## src/rtl/pipe_pkg.sv

```systemverilog
// Shared constants, handshake type and sizing helper for the pipeline stage buffer.
package pipe_pkg;

    localparam logic [31:0] NOP_INS = 32'h13;

    typedef struct packed {
        logic valid;
        logic ready;
    } pipe_hs_t;

    function automatic int LEVEL_W(input int depth);
        return (depth < 1) ? 1 : $clog2(depth + 1);
    endfunction

endpackage

```

## src/rtl/pipe_buf_ram.sv

```systemverilog
// DEPTH x WIDTH register array: one write port, one asynchronous read port, cleared on reset.
module pipe_buf_ram
    import pipe_pkg::*;
#(
    parameter int WIDTH  = 97,
    parameter int DEPTH  = 2,
    parameter int ADDR_W = 1
) (
    input  logic              i_clk,
    input  logic              i_rst_n,
    input  logic              i_we,
    input  logic [ADDR_W-1:0] i_waddr,
    input  logic [WIDTH-1:0]  i_wdata,
    input  logic [ADDR_W-1:0] i_raddr,
    output logic [WIDTH-1:0]  o_rdata
);

    logic [WIDTH-1:0] mem [DEPTH];

    always_ff @(posedge i_clk or negedge i_rst_n) begin
        if (!i_rst_n) begin
            for (int i = 0; i < DEPTH; i++) begin
                mem[i] <= '0;
            end
        end else if (i_we) begin
            mem[i_waddr] <= i_wdata;
        end
    end

    assign o_rdata = mem[i_raddr];

endmodule

```

## src/rtl/pipe_stage_buf.sv

```systemverilog
// Elastic pipeline stage: DEPTH=1 register slice or DEPTH>=2 circular FIFO with bubble tagging.
// Optional perf counters (o_perf_stall, o_perf_bubble) are built when PIPE_BUF_PERF_EN is defined.
module pipe_stage_buf
    import pipe_pkg::*;
#(
    parameter int                DATA_W     = 96,
    parameter int                DEPTH      = 2,
    parameter logic [DATA_W-1:0] BUBBLE_VAL = DATA_W'(NOP_INS)
) (
    input  logic                        i_clk,
    input  logic                        i_rst_n,
    input  logic                        i_stall,
    input  logic                        i_flush,
    input  logic                        i_bubble,
    input  logic                        i_up_valid,
    output logic                        o_up_ready,
    input  logic [DATA_W-1:0]           i_up_data,
    output logic                        o_dn_valid,
    input  logic                        i_dn_ready,
    output logic [DATA_W-1:0]           o_dn_data,
    output logic                        o_dn_bubble,
    output logic [LEVEL_W(DEPTH)-1:0]   o_level
`ifdef PIPE_BUF_PERF_EN
    ,
    output logic [31:0]                 o_perf_stall,
    output logic [31:0]                 o_perf_bubble
`endif
);

    localparam int LVL_W = LEVEL_W(DEPTH);
    localparam int PTR_W = (DEPTH > 1) ? $clog2(DEPTH) : 1;

    generate
        if (!(DEPTH == 1 || DEPTH == 2 || DEPTH == 4 || DEPTH == 8)) begin : g_bad_depth
            $error("pipe_stage_buf: DEPTH must be 1, 2, 4 or 8");
        end
    endgenerate

    function automatic logic [PTR_W-1:0] next_ptr(input logic [PTR_W-1:0] p);
        return (p == PTR_W'(DEPTH - 1)) ? '0 : p + PTR_W'(1);
    endfunction

    logic [LVL_W-1:0]  count;
    logic [PTR_W-1:0]  wr_ptr;
    logic [PTR_W-1:0]  rd_ptr;
    pipe_hs_t          up_hs;
    pipe_hs_t          dn_hs;
    logic              push;
    logic              pop;
    logic [DATA_W:0]   wr_entry;
    logic [DATA_W:0]   rd_entry;

    assign o_dn_valid = (count != '0);

    // DEPTH=1 lets a pop free the slot in the same cycle; deeper buffers
    // decouple upstream ready from downstream ready.
    generate
        if (DEPTH == 1) begin : g_ready_slice
            assign o_up_ready = ~i_stall & (~o_dn_valid | i_dn_ready);
        end else begin : g_ready_fifo
            assign o_up_ready = ~i_stall & (count != LVL_W'(DEPTH));
        end
    endgenerate

    assign up_hs = '{valid: i_up_valid, ready: o_up_ready};
    assign dn_hs = '{valid: o_dn_valid, ready: i_dn_ready & ~i_stall};
    assign push  = up_hs.valid & up_hs.ready;
    assign pop   = dn_hs.valid & dn_hs.ready;

    assign wr_entry = {i_bubble, i_bubble ? BUBBLE_VAL : i_up_data};

    pipe_buf_ram #(
        .WIDTH  (DATA_W + 1),
        .DEPTH  (DEPTH),
        .ADDR_W (PTR_W)
    ) u_ram (
        .i_clk   (i_clk),
        .i_rst_n (i_rst_n),
        .i_we    (push & ~i_flush),
        .i_waddr (wr_ptr),
        .i_wdata (wr_entry),
        .i_raddr (rd_ptr),
        .o_rdata (rd_entry)
    );

    assign o_dn_bubble = rd_entry[DATA_W];
    assign o_dn_data   = rd_entry[DATA_W-1:0];
    assign o_level     = count;

    always_ff @(posedge i_clk or negedge i_rst_n) begin
        if (!i_rst_n) begin
            count  <= '0;
            wr_ptr <= '0;
            rd_ptr <= '0;
        end else if (i_flush) begin
            count  <= '0;
            wr_ptr <= '0;
            rd_ptr <= '0;
        end else begin
            if (push) begin
                wr_ptr <= next_ptr(wr_ptr);
            end
            if (pop) begin
                rd_ptr <= next_ptr(rd_ptr);
            end
            if (push && !pop) begin
                count <= count + LVL_W'(1);
            end else if (pop && !push) begin
                count <= count - LVL_W'(1);
            end
        end
    end

`ifdef PIPE_BUF_PERF_EN
    function automatic logic [31:0] sat_inc(input logic [31:0] v);
        return (v == 32'hFFFF_FFFF) ? v : v + 32'd1;
    endfunction

    // Counters survive flush; only reset clears them.
    always_ff @(posedge i_clk or negedge i_rst_n) begin
        if (!i_rst_n) begin
            o_perf_stall  <= '0;
            o_perf_bubble <= '0;
        end else begin
            if (o_dn_valid && !i_dn_ready) begin
                o_perf_stall <= sat_inc(o_perf_stall);
            end
            if (push && i_bubble) begin
                o_perf_bubble <= sat_inc(o_perf_bubble);
            end
        end
    end
`endif

endmodule

```

## config.mk

```make
export PLATFORM = sky130hd
export DESIGN_NAME = pipe_stage_buf
export DESIGN_NICKNAME = d
export VERILOG_FILES = /design/src/rtl/pipe_pkg.sv /design/src/rtl/pipe_buf_ram.sv /design/src/rtl/pipe_stage_buf.sv
export SDC_FILE = /design/constraint.sdc
export NUM_CORES = 1
export LEC_CHECK = 0
export CORE_ASPECT_RATIO = 1.75
export CORE_MARGIN = 5
export CORE_UTILIZATION = 51
export CTS_CLUSTER_DIAMETER = 200
export DETAILED_ROUTE_END_ITERATION = 8
export PLACE_DENSITY = 0.82
export SLEW_MARGIN = 25
export SYNTH_ARGS = -nofsm -noshare
export SYNTH_HDL_FRONTEND = slang
export SYNTH_SLANG_ARGS = --single-unit
```

## constraint.sdc

```tcl
create_clock -name i_clk -period 2.42 [get_ports i_clk]
set_input_delay 0.242 -clock i_clk [delete_from_list [all_inputs] [get_ports i_clk]]
set_output_delay 0.242 -clock i_clk [all_outputs]
set_load 0.005 [all_outputs]
```

==> results of run 1 <==
==> placed cells by master (no fill, tap or decap), drive strengths merged, types with 4 or more instances in the layout <==
cell	n
clkbuf	21
mux2	291
clkdlybuf4s50	201
a21oi	4
nand2b	4
inv	8
dfrtp	198
nor2b	94
buf	20
==> sequential cells by signal, indices dropped and copies added (netlist names) <==
| signal | count |
|---|---|
| wr_ptr | 1 |
| rd_ptr | 1 |
| u_ram.mem | 194 |
| o_level | 2 |
==> path summary, 6_finish.rpt <==
path	endpoint	start	slack (ps)	cells past startpoint
worst max-delay path	o_dn_bubble	rd_ptr$_DFFE_PN0P_	120	3
worst min-delay path	u_ram.mem[178]$_DFFE_PN0P_	i_rst_n	350	2
worst max register to register	u_ram.mem[14]$_DFFE_PN0P_	o_level[1]$_DFFE_PN0P_	510	4
worst min register to register	u_ram.mem[132]$_DFFE_PN0P_	u_ram.mem[132]$_DFFE_PN0P_	500	1
max in group asynchronous	u_ram.mem[150]$_DFFE_PN0P_	i_rst_n	1190	3
min in group i_clk	u_ram.mem[132]$_DFFE_PN0P_	u_ram.mem[132]$_DFFE_PN0P_	500	1
==> power by group <==
group	switching, mW	internal (mW)	leakage (nW)
Combinational	0.704	1.45	2.67
Sequential	0.294	3.88	2.59
Clock	1.29	1.42	0.275
Total	2.28	6.74	5.54
==> cells in the mapped netlist (all sizes together), types with 3 or more instances <==
cell type,n
dfrtp,198
nand2b,4
or2,3
mux2,291
nor2,3
o21ai,3
nor2b,94
clkbuf,20
buf,22
or3,3
a21oi,4
==> layer usage <==
metal  wire length (um)  vias to the layer above  GRT usage
met5                  0                        -          0
met4                923                        0    0.09764
met3                772                       48    0.03806
met2              11990                      158     0.3762
met1               8069                     2972     0.2254
li1                   -                     2671          -
==> cells by family (layout without fill, tap and decap cells) <==
| kind of cell | count (synthesis) | count (layout) |
|---|---|---|
| multiplexers | 292 | 292 |
| flip-flops | 198 | 198 |
| AND/OR/NAND/NOR | 110 | 110 |
| buffers and inverters | 43 | 256 |
| AO/OA/AOI/OAI | 8 | 8 |
| XOR/XNOR | 1 | 1 |
==> worst reg2reg max path, cell delays in order (launching register included) <==
cell,delay (ps)
dfrtp_1,460
nor2b_4,180
nor4b_4,400
buf_12,340
mux2_2,410
==> area by class of cell <==
cell class | instances | area (um2) | area share
Timing Repair Buffer | 223 | 2300 | 0.1871
Sequential cell | 198 | 4959 | 0.4034
Inverter | 1 | 3.754 | 0.0003054
Clock inverter | 12 | 112.6 | 0.009162
Clock buffer | 20 | 456.7 | 0.03716
Multi-Input combinational cell | 411 | 4167 | 0.3390
Tap cell | 234 | 292.8 | 0.02382
==> stage by stage <==
step	setup WS, ps	instances	power (mW)
after floorplan	532.8	652	5.201
after detailed placement	158.9	1061	6.389
after global routing	18.86	1099	9.443
after CTS	45.09	1095	9.135
after global placement	246.2	1061	6.271
final	115.3	1099	9.024
==> what timing repair did <==
action | 4_1_cts | 5_1_grt
hold buffers | 1 | 0
setup endpoints to repair | 76 | 3
setup buffers | 1 | 4
gates resized for setup | 0 | 0
hold endpoints to repair | 65 | 0
==> results.json, run 1 <==
{
  "outcome": "finished, final reports clean",
  "root_buffer": "clkbuf_16",
  "drtIter0Drc": 217,
  "synth_compound_area_frac": 0.004689,
  "startpoint_type": "flop",
  "clk_pin_slew_ps": 80,
  "max_stage_delay_ps": 560,
  "cts_sinks": 198,
  "synth_top_area_share": 0.5305,
  "synth_mux_area_frac": 0.3640,
  "ioPinCount": 204,
  "via_per_inst": 5.322,
  "crit_path_cell_trace": "buf_4 > mux2_2 > clkdlybuf4s50_1",
  "synth-simple-area-share": 0.07649,
  "final_cell_area_um2": 12290,
  "yosysSeqAreaShare": 0.5305,
  "crit_arrival_ps": 2060,
  "synth_top_family_by_area": "multiplexers",
  "port_buffers": 203,
  "vias": 5849,
  "hpwl_um": 15060,
  "synth_ff_type": "dfrtp_1",
  "crit_slowest_cell": "dfrtp_4",
  "critPathKind": "flop to output pin",
  "worst_ir_drop_vdd_v": 0.0004736,
  "crit_fanout": 13,
  "n_antenna_cell": 0,
  "netlist_instances": 652,
  "min_period_over_period": 0.9523,
  "antenna_found_initial": 0,
  "worst-path-buf-inv": 2,
  "syn_nets": 755,
  "final_util": 0.6807,
  "area_growth_pct": 31.59,
  "hold_viol": 0,
  "wl_um": 21750,
  "fp.dieArea_um2": 21230,
  "synth_edf_count": 0,
  "grt_pass1_vias": 6633,
  "crit_family": "buffers and inverters",
  "whs_ps": 349.7,
  "cts_tree": "built",
  "end_kind": "output pin",
  "rsz0062_at_grt": "no",
  "numCtsBuffers": 17,
  "grt_max_degree": 69,
  "power_density_nw_per_um2": 734.2,
  "row_count": 65,
  "finalSetupViolations": 0,
  "globalplace.congestion": 0.7835,
  "gr-total-overflow": 0,
  "syn_area_um2": 9340,
  "maxSlewHeadroom": 0.4171,
  "required_ps": 2180,
  "antenna_left": 0,
  "yosysTopAreaCell": "dfrtp_1",
  "synth_xor_area_frac": 0.0009377,
  "grt_first_pass_wirelength_um": 34640,
  "async_reset_ff_frac": 1.000,
  "ys_top_cells_by_area": "dfrtp_1, mux2_2, nor2b_1",
  "post_dp_cell_area_um2": 11670,
  "drive_gt1_frac": 0.4046,
  "fin_setup_tns_ps": 0,
  "fin_crit_ps": 2305,
  "post_drt_wl_per_cell_um": 19.79,
  "ys_types": 22,
  "leakage_nw": 5.539,
  "min_path_type": "input pin to async pin",
  "synth-adder-area-share": 0,
  "final-max-slew-violation-count": 0,
  "start_util": 0.5173,
  "grtUsageTotal": 0.2051,
  "ys_warn_count": 0,
  "core_region_area_um2": 18050,
  "clk_latency_ps": 420,
  "cts_buffer_depth": 2,
  "avgSynthCellArea_um2": 14.33,
  "drcViolationCount": 0,
  "skew_ps": 13.11,
  "fmax_mhz": 433.9,
  "drt_pass1_iterations": 4,
  "tightest_slew_ps": 874.4,
  "die_h_um": 189.0,
  "final_nets": 955,
  "yosys_register_bits": 198,
  "die_w_um": 112.3,
  "nFillCells": 1272,
  "htreeDepth": 4,
  "cap_violations": 0
}
(Power assumes the default switching activity.)
==> run 2, diff against run 1 <==
- CTS_CLUSTER_DIAMETER: 200 -> not set
==> results of run 2 <==
Same layout as run 1: the final DEF is identical, and so are final timing and power.
